--- config.mk ---
export PLATFORM = sky130hd
export DESIGN_NAME = demux_1_to_4_stream_flat
export DESIGN_NICKNAME = d
export VERILOG_FILES = /design/src/rtl/demux_1_to_4_stream_if.sv /design/src/rtl/demux_1_to_4_stream.sv /design/src/flat_wrapper.sv
export SDC_FILE = /design/constraint.sdc
export NUM_CORES = 1
export LEC_CHECK = 0
export ABC_AREA = 1
export CAP_MARGIN = 20
export CORE_MARGIN = 10
export CORE_UTILIZATION = 40
export DETAILED_ROUTE_END_ITERATION = 10
export PLACE_DENSITY = 0.76
export SYNTH_ARGS = -nofsm -noshare
export SYNTH_HDL_FRONTEND = slang
export SYNTH_SLANG_ARGS = --single-unit
--- constraint.sdc ---
create_clock -name clk -period 1.4 [get_ports clk]
set_input_delay 0.28 -clock clk [delete_from_list [all_inputs] [get_ports clk]]
set_output_delay 0.28 -clock clk [all_outputs]
set_load 0.01 [all_outputs]
--- src/rtl/demux_1_to_4_stream_if.sv ---
// Stream bundle for demux_1_to_4_stream: one shared input channel plus four per-lane outputs.
// The master modport is the producer/consumer side; slave is the demux itself.
interface demux_1_to_4_stream_if #(
    parameter int WIDTH = 32,
    parameter int SEL_W = 2
);
    logic             in_valid;
    logic             in_ready;
    logic [WIDTH-1:0] in_data;
    logic [SEL_W-1:0] in_sel;
    logic [3:0]       out_valid;
    logic [3:0]       out_ready;
    logic [WIDTH-1:0] data_out0;
    logic [WIDTH-1:0] data_out1;
    logic [WIDTH-1:0] data_out2;
    logic [WIDTH-1:0] data_out3;

    modport master (
        output in_valid, in_data, in_sel, out_ready,
        input  in_ready, out_valid, data_out0, data_out1, data_out2, data_out3
    );

    modport slave (
        input  in_valid, in_data, in_sel, out_ready,
        output in_ready, out_valid, data_out0, data_out1, data_out2, data_out3
    );
endinterface

--- src/rtl/demux_1_to_4_stream.sv ---
// Registered 1-to-4 stream demux with one holding slot per output lane.
// Define DEMUX_BCAST_EN to add the bcast input, which loads a beat into all four lanes at once.
module demux_1_to_4_stream #(
    parameter int WIDTH = 32,
    parameter int SEL_W = 2
) (
    input  logic                 clk,
    input  logic                 rst_n,
    input  logic                 flush,
`ifdef DEMUX_BCAST_EN
    input  logic                 bcast,
`endif
    demux_1_to_4_stream_if.slave bus,
    output logic                 busy
);

    typedef enum logic {
        EMPTY = 1'b0,
        FULL  = 1'b1
    } slot_state_e;

    slot_state_e      state_q [4];
    slot_state_e      state_d [4];
    logic [WIDTH-1:0] data_q  [4];

    logic [SEL_W-1:0] sel;
    logic             bcast_sel;
    logic [3:0]       full;
    logic [3:0]       slot_free;
    logic [3:0]       target;
    logic [3:0]       load;
    logic             in_ready;

    assign sel = bus.in_sel;

`ifdef DEMUX_BCAST_EN
    assign bcast_sel = bcast;
`else
    assign bcast_sel = 1'b0;
`endif

    // A beat is accepted only if every slot it targets is empty or draining this edge.
    always_comb begin
        for (int i = 0; i < 4; i++) begin
            full[i] = (state_q[i] == FULL);
        end
        slot_free = ~full | bus.out_ready;
        target    = bcast_sel ? 4'b1111 : (4'b0001 << sel);
        in_ready  = !flush && ((target & ~slot_free) == 4'b0000);
        load      = (bus.in_valid && in_ready) ? target : 4'b0000;
    end

    always_comb begin
        for (int i = 0; i < 4; i++) begin
            state_d[i] = state_q[i];
            if (flush) begin
                state_d[i] = EMPTY;
            end else if (load[i]) begin
                state_d[i] = FULL;
            end else if (full[i] && bus.out_ready[i]) begin
                state_d[i] = EMPTY;
            end
        end
    end

    always_ff @(posedge clk or negedge rst_n) begin
        if (!rst_n) begin
            for (int i = 0; i < 4; i++) begin
                state_q[i] <= EMPTY;
            end
        end else begin
            for (int i = 0; i < 4; i++) begin
                state_q[i] <= state_d[i];
            end
        end
    end

    // Data only moves on a load, so a stalled lane keeps its payload stable; flush leaves it untouched.
    always_ff @(posedge clk or negedge rst_n) begin
        if (!rst_n) begin
            for (int i = 0; i < 4; i++) begin
                data_q[i] <= '0;
            end
        end else begin
            for (int i = 0; i < 4; i++) begin
                if (load[i]) begin
                    data_q[i] <= bus.in_data;
                end
            end
        end
    end

    assign bus.in_ready  = in_ready;
    assign bus.out_valid = full;
    assign bus.data_out0 = data_q[0];
    assign bus.data_out1 = data_q[1];
    assign bus.data_out2 = data_q[2];
    assign bus.data_out3 = data_q[3];
    assign busy          = |full;

endmodule

--- src/flat_wrapper.sv ---
// flat-port wrapper written by rule: the top's interface ports become plain ports
module demux_1_to_4_stream_flat 
#(
    parameter int WIDTH = 32,
    parameter int SEL_W = 2
)
  (clk, rst_n, flush, busy, bus_in_valid, bus_in_data, bus_in_sel, bus_out_ready, bus_in_ready, bus_out_valid, bus_data_out0, bus_data_out1, bus_data_out2, bus_data_out3);
  demux_1_to_4_stream_if #(.WIDTH(WIDTH), .SEL_W(SEL_W)) bus_i ();
  input  logic clk;
  input  logic rst_n;
  input  logic flush;
  output logic busy;
  input wire logic [$bits(bus_i.in_valid)-1:0] bus_in_valid;
  input wire logic [$bits(bus_i.in_data)-1:0] bus_in_data;
  input wire logic [$bits(bus_i.in_sel)-1:0] bus_in_sel;
  input wire logic [$bits(bus_i.out_ready)-1:0] bus_out_ready;
  output wire logic [$bits(bus_i.in_ready)-1:0] bus_in_ready;
  output wire logic [$bits(bus_i.out_valid)-1:0] bus_out_valid;
  output wire logic [$bits(bus_i.data_out0)-1:0] bus_data_out0;
  output wire logic [$bits(bus_i.data_out1)-1:0] bus_data_out1;
  output wire logic [$bits(bus_i.data_out2)-1:0] bus_data_out2;
  output wire logic [$bits(bus_i.data_out3)-1:0] bus_data_out3;
  assign bus_i.in_valid = bus_in_valid;
  assign bus_i.in_data = bus_in_data;
  assign bus_i.in_sel = bus_in_sel;
  assign bus_i.out_ready = bus_out_ready;
  assign bus_in_ready = bus_i.in_ready;
  assign bus_out_valid = bus_i.out_valid;
  assign bus_data_out0 = bus_i.data_out0;
  assign bus_data_out1 = bus_i.data_out1;
  assign bus_data_out2 = bus_i.data_out2;
  assign bus_data_out3 = bus_i.data_out3;
  demux_1_to_4_stream #(.WIDTH(WIDTH), .SEL_W(SEL_W)) u_core (.clk(clk), .rst_n(rst_n), .flush(flush), .bus(bus_i), .busy(busy));
endmodule
==> qor.yml <==
floorplan:
  io_pins: 176
  fp.coreArea_sq_mm: 0.01393
  initial_core_util_pct: 41.04
  die_height_um: 139.6
  dieArea_sq_mm: 0.01948
  rows: 43
  die_w_um: 139.6
worst_setup_path:
  worstPathRequired_ns: 1.12
  crit_chain: "or4_1, buf_2"
  path_class: "register to output pin"
  critPathMaxStageDelay_ns: 0.51
  startpoint_type: "register"
  crit_fanout: 2
  reg2regPathDepth: 11
  arrival_ns: 1.46
  end_kind: "output pin"
  cpMaxStageDelayCell: "or4_1"
clocking:
  cts_tree: "built"
  cts_buffers: 17
  clock_sinks: 132
  htreeDepth: 4
  cts_buffer_depth: 2
  path_clk_slew_ns: 0.05
  clk_root_buffer_cell: "clkbuf_16"
  clock_latency_ns: 0.42
drt:
  drc_errors: 0
  viasPerCell: 5.638
  routed_wl_um: 23150
  wl_per_cell_um: 22.44
  num_vias: 5818
  drt-initial-drc-count: 540
  postRouteAntennaNets: 0
  drtPass1Iterations: 5
grt:
  grt_usage_pct: 21.23
  grt_pass1_vias: 5678
  overflow: 0
  grt_max_degree: 71
  grt_pass1_wl_um: 33300
  antenna_found_initial: 0
pwr:
  p_comb_share_pct: 27.5
  leakage_nw: 4.769
  p_per_area_mw_per_mm2: 1374
  sw_frac_of_total_pct: 30.69
  p_int_w: 0.009244
  irDropWorstVdd_mv: 0.8267
  clock_power_share_pct: 33.1
  power.switching_w: 0.004094
  seqPwrFrac_pct: 39.4
layout:
  nNetsFinal: 883
  fin_cells: 1032
  fill_cells: 1012
  syn2layout_area_growth_pct: 69.79
  drive_above_1_share_pct: 35.21
  post-route-util_pct: 69.69
  n_antenna_cell: 0
synthesis:
  synth_nets: 653
  ys.flop_type: "dfrtp_1"
  synth.distinct_cells: 19
  syn_area_sq_mm: 0.005719
  synth_area_per_cell_sq_um: 9.360
  synthTopCellsByCount: "nand2_1, dfrtp_1, nand4_1, clkbuf_1, buf_6"
  post-synth-top-count-cell: "nand2_1"
  synthArstFlopShare_pct: 100.0
  synth-edff-count: 0
  synth_top_area_share_pct: 57.76
  ys_warn_count: 0
  ys_top_cells_by_area: "dfrtp_1, nand2_1, nand4_1"
  synth-seq-cells: 132
  yosysTopAreaCell: "dfrtp_1"
  seq_area_frac_synth_pct: 57.76
  netlist_instances: 611
sta:
  fin_crit_ns: 1.735
  worst_slack_ns: -0.3351
  skew_ns: 0.008252
  rsz0062_at_grt: "true"
  slew_headroom_pct: 68.41
  finalSetupViolCount: 135
  worst_pin_slew_ns: 0.4739
  maxSlewViolCount: 0
  timing.fmax_mhz: 576.3
  layout_worst_path_cycle_share_pct: 123.9
  hold_viol_final: 0
run_status:
  outcome: "complete, but fails checks"
  violations: "negative setup slack"
job:
  cap_violations: 0
place:
  hpwl_um: 12320
  port_buffers: 175
  place_congestion: 0.8846
  place_inst: 942
worst_hold_path:
  hp-class: "input port to register"
  min_delay_path_depth: 3
==> routing by layer <==
metal,track usage [%],wire length (um),vias up
met4,7.989,691,0
met3,5.954,1874,46
met5,0,0,-
met2,34.39,11630,311
met1,26.34,8961,2909
li1,-,-,2552
==> final timing paths <==
path | startpoint | endpoint | slack (ns)
min in group asynchronous | rst_n | u_core.bus.data_out3[30] | 0.35
max | u_core.bus.out_valid[0] | busy | -0.34
max reg2reg | u_core.bus.out_valid[3] | u_core.bus.data_out2[22] | -0.31
min | bus_in_valid | u_core.bus.data_out2[2] | 0.25
max in group asynchronous | rst_n | u_core.bus.data_out1[14] | 0.51
min reg2reg | u_core.bus.data_out1[3] | u_core.bus.data_out1[3] | 0.47
==> layout by cell type (no fill, tap or decap), types with 8 or more instances in the layout <==
cell / n
clkdlybuf4s50_1: 37
dfrtp_1: 132
clkbuf_2: 20
nand4_1: 128
buf_4: 30
buf_12: 22
clkbuf_16: 28
buf_16: 8
buf_6: 17
dlygate4sd2_1: 30
clkdlybuf4s15_1: 82
nand2_1: 130
nand2_4: 43
nand2_2: 95
==> what timing repair did <==
action | 4_1_cts | 5_1_grt
hold buffers | 1 | 0
buffers inserted | 19 | 21
endpoints found under the hold margin | 29 | 0
gates cloned | 12 | 12
endpoints found under the setup margin | 266 | 205
pin swaps | 7 | 16
resized for setup | 281 | 218
==> critical path, delay by kind of cell, from the launching register on <==
family	cells	cell delay (ns)
and+or+nand+nor	1	0.51
DFF	1	0.38
buffers and inverters	1	0.15
==> per-stage QoR <==
stage | TNS [ns] | setup slack, ns | power [W] | area, sq um | hold WS, ns
floorplan | 0 | 0.02444 | 0.006267 | 5719 | -0.01559
global placement | -91.50 | -0.7762 | 0.008469 | 7729 | 0.1980
detailed placement | -96.40 | -0.7845 | 0.008541 | 7729 | 0.2006
CTS | -27.07 | -0.3423 | 0.01276 | 8984 | 0.2378
global route | -41.55 | -0.3784 | 0.01389 | 9711 | 0.2546
finish | -31.49 | -0.3351 | 0.01334 | 9711 | 0.2479
==> power groups by stage <==
stage / Combinational (W) / Sequential, W / Clock [W]
finish: 0.00367 / 0.00526 / 0.00441
global route: 0.00395 / 0.00533 / 0.00461
CTS: 0.00321 / 0.00512 / 0.00443
detailed placement: 0.00344 / 0.00511 / 0
global placement: 0.00337 / 0.00510 / 0
floorplan: 0.000856 / 0.00541 / 0
==> area by class of cell <==
| type | count | area [sq um] | share of cell area, % |
|---|---|---|---|
| inverter | 10 | 37.54 | 0.3865 |
| clock buffer | 26 | 509.2 | 5.244 |
| tap | 180 | 225.2 | 2.319 |
| multi-input combinational | 416 | 2592 | 26.70 |
| clock inverter | 4 | 70.07 | 0.7216 |
| sequential | 132 | 3303 | 34.02 |
| timing repair buffer | 264 | 2973 | 30.61 |
==> logic make-up (layout without fill, tap and decap cells) <==
family | after synthesis | in the layout | share of synthesized area, %
buffers and inverters | 63 | 304 | 7.328
flip-flops | 132 | 132 | 57.76
AO/OA/AOI/OAI | 2 | 2 | 0.1748
AND/OR/NAND/NOR | 414 | 414 | 34.74
==> flip-flops by register name, summed over array words and instances (netlist names) <==
signal	count
u_core.bus.data_out0	32
u_core.bus.data_out1	32
u_core.bus.data_out2	32
u_core.bus.data_out3	32
u_core.bus.out_valid	4
(Power assumes the default switching activity.)
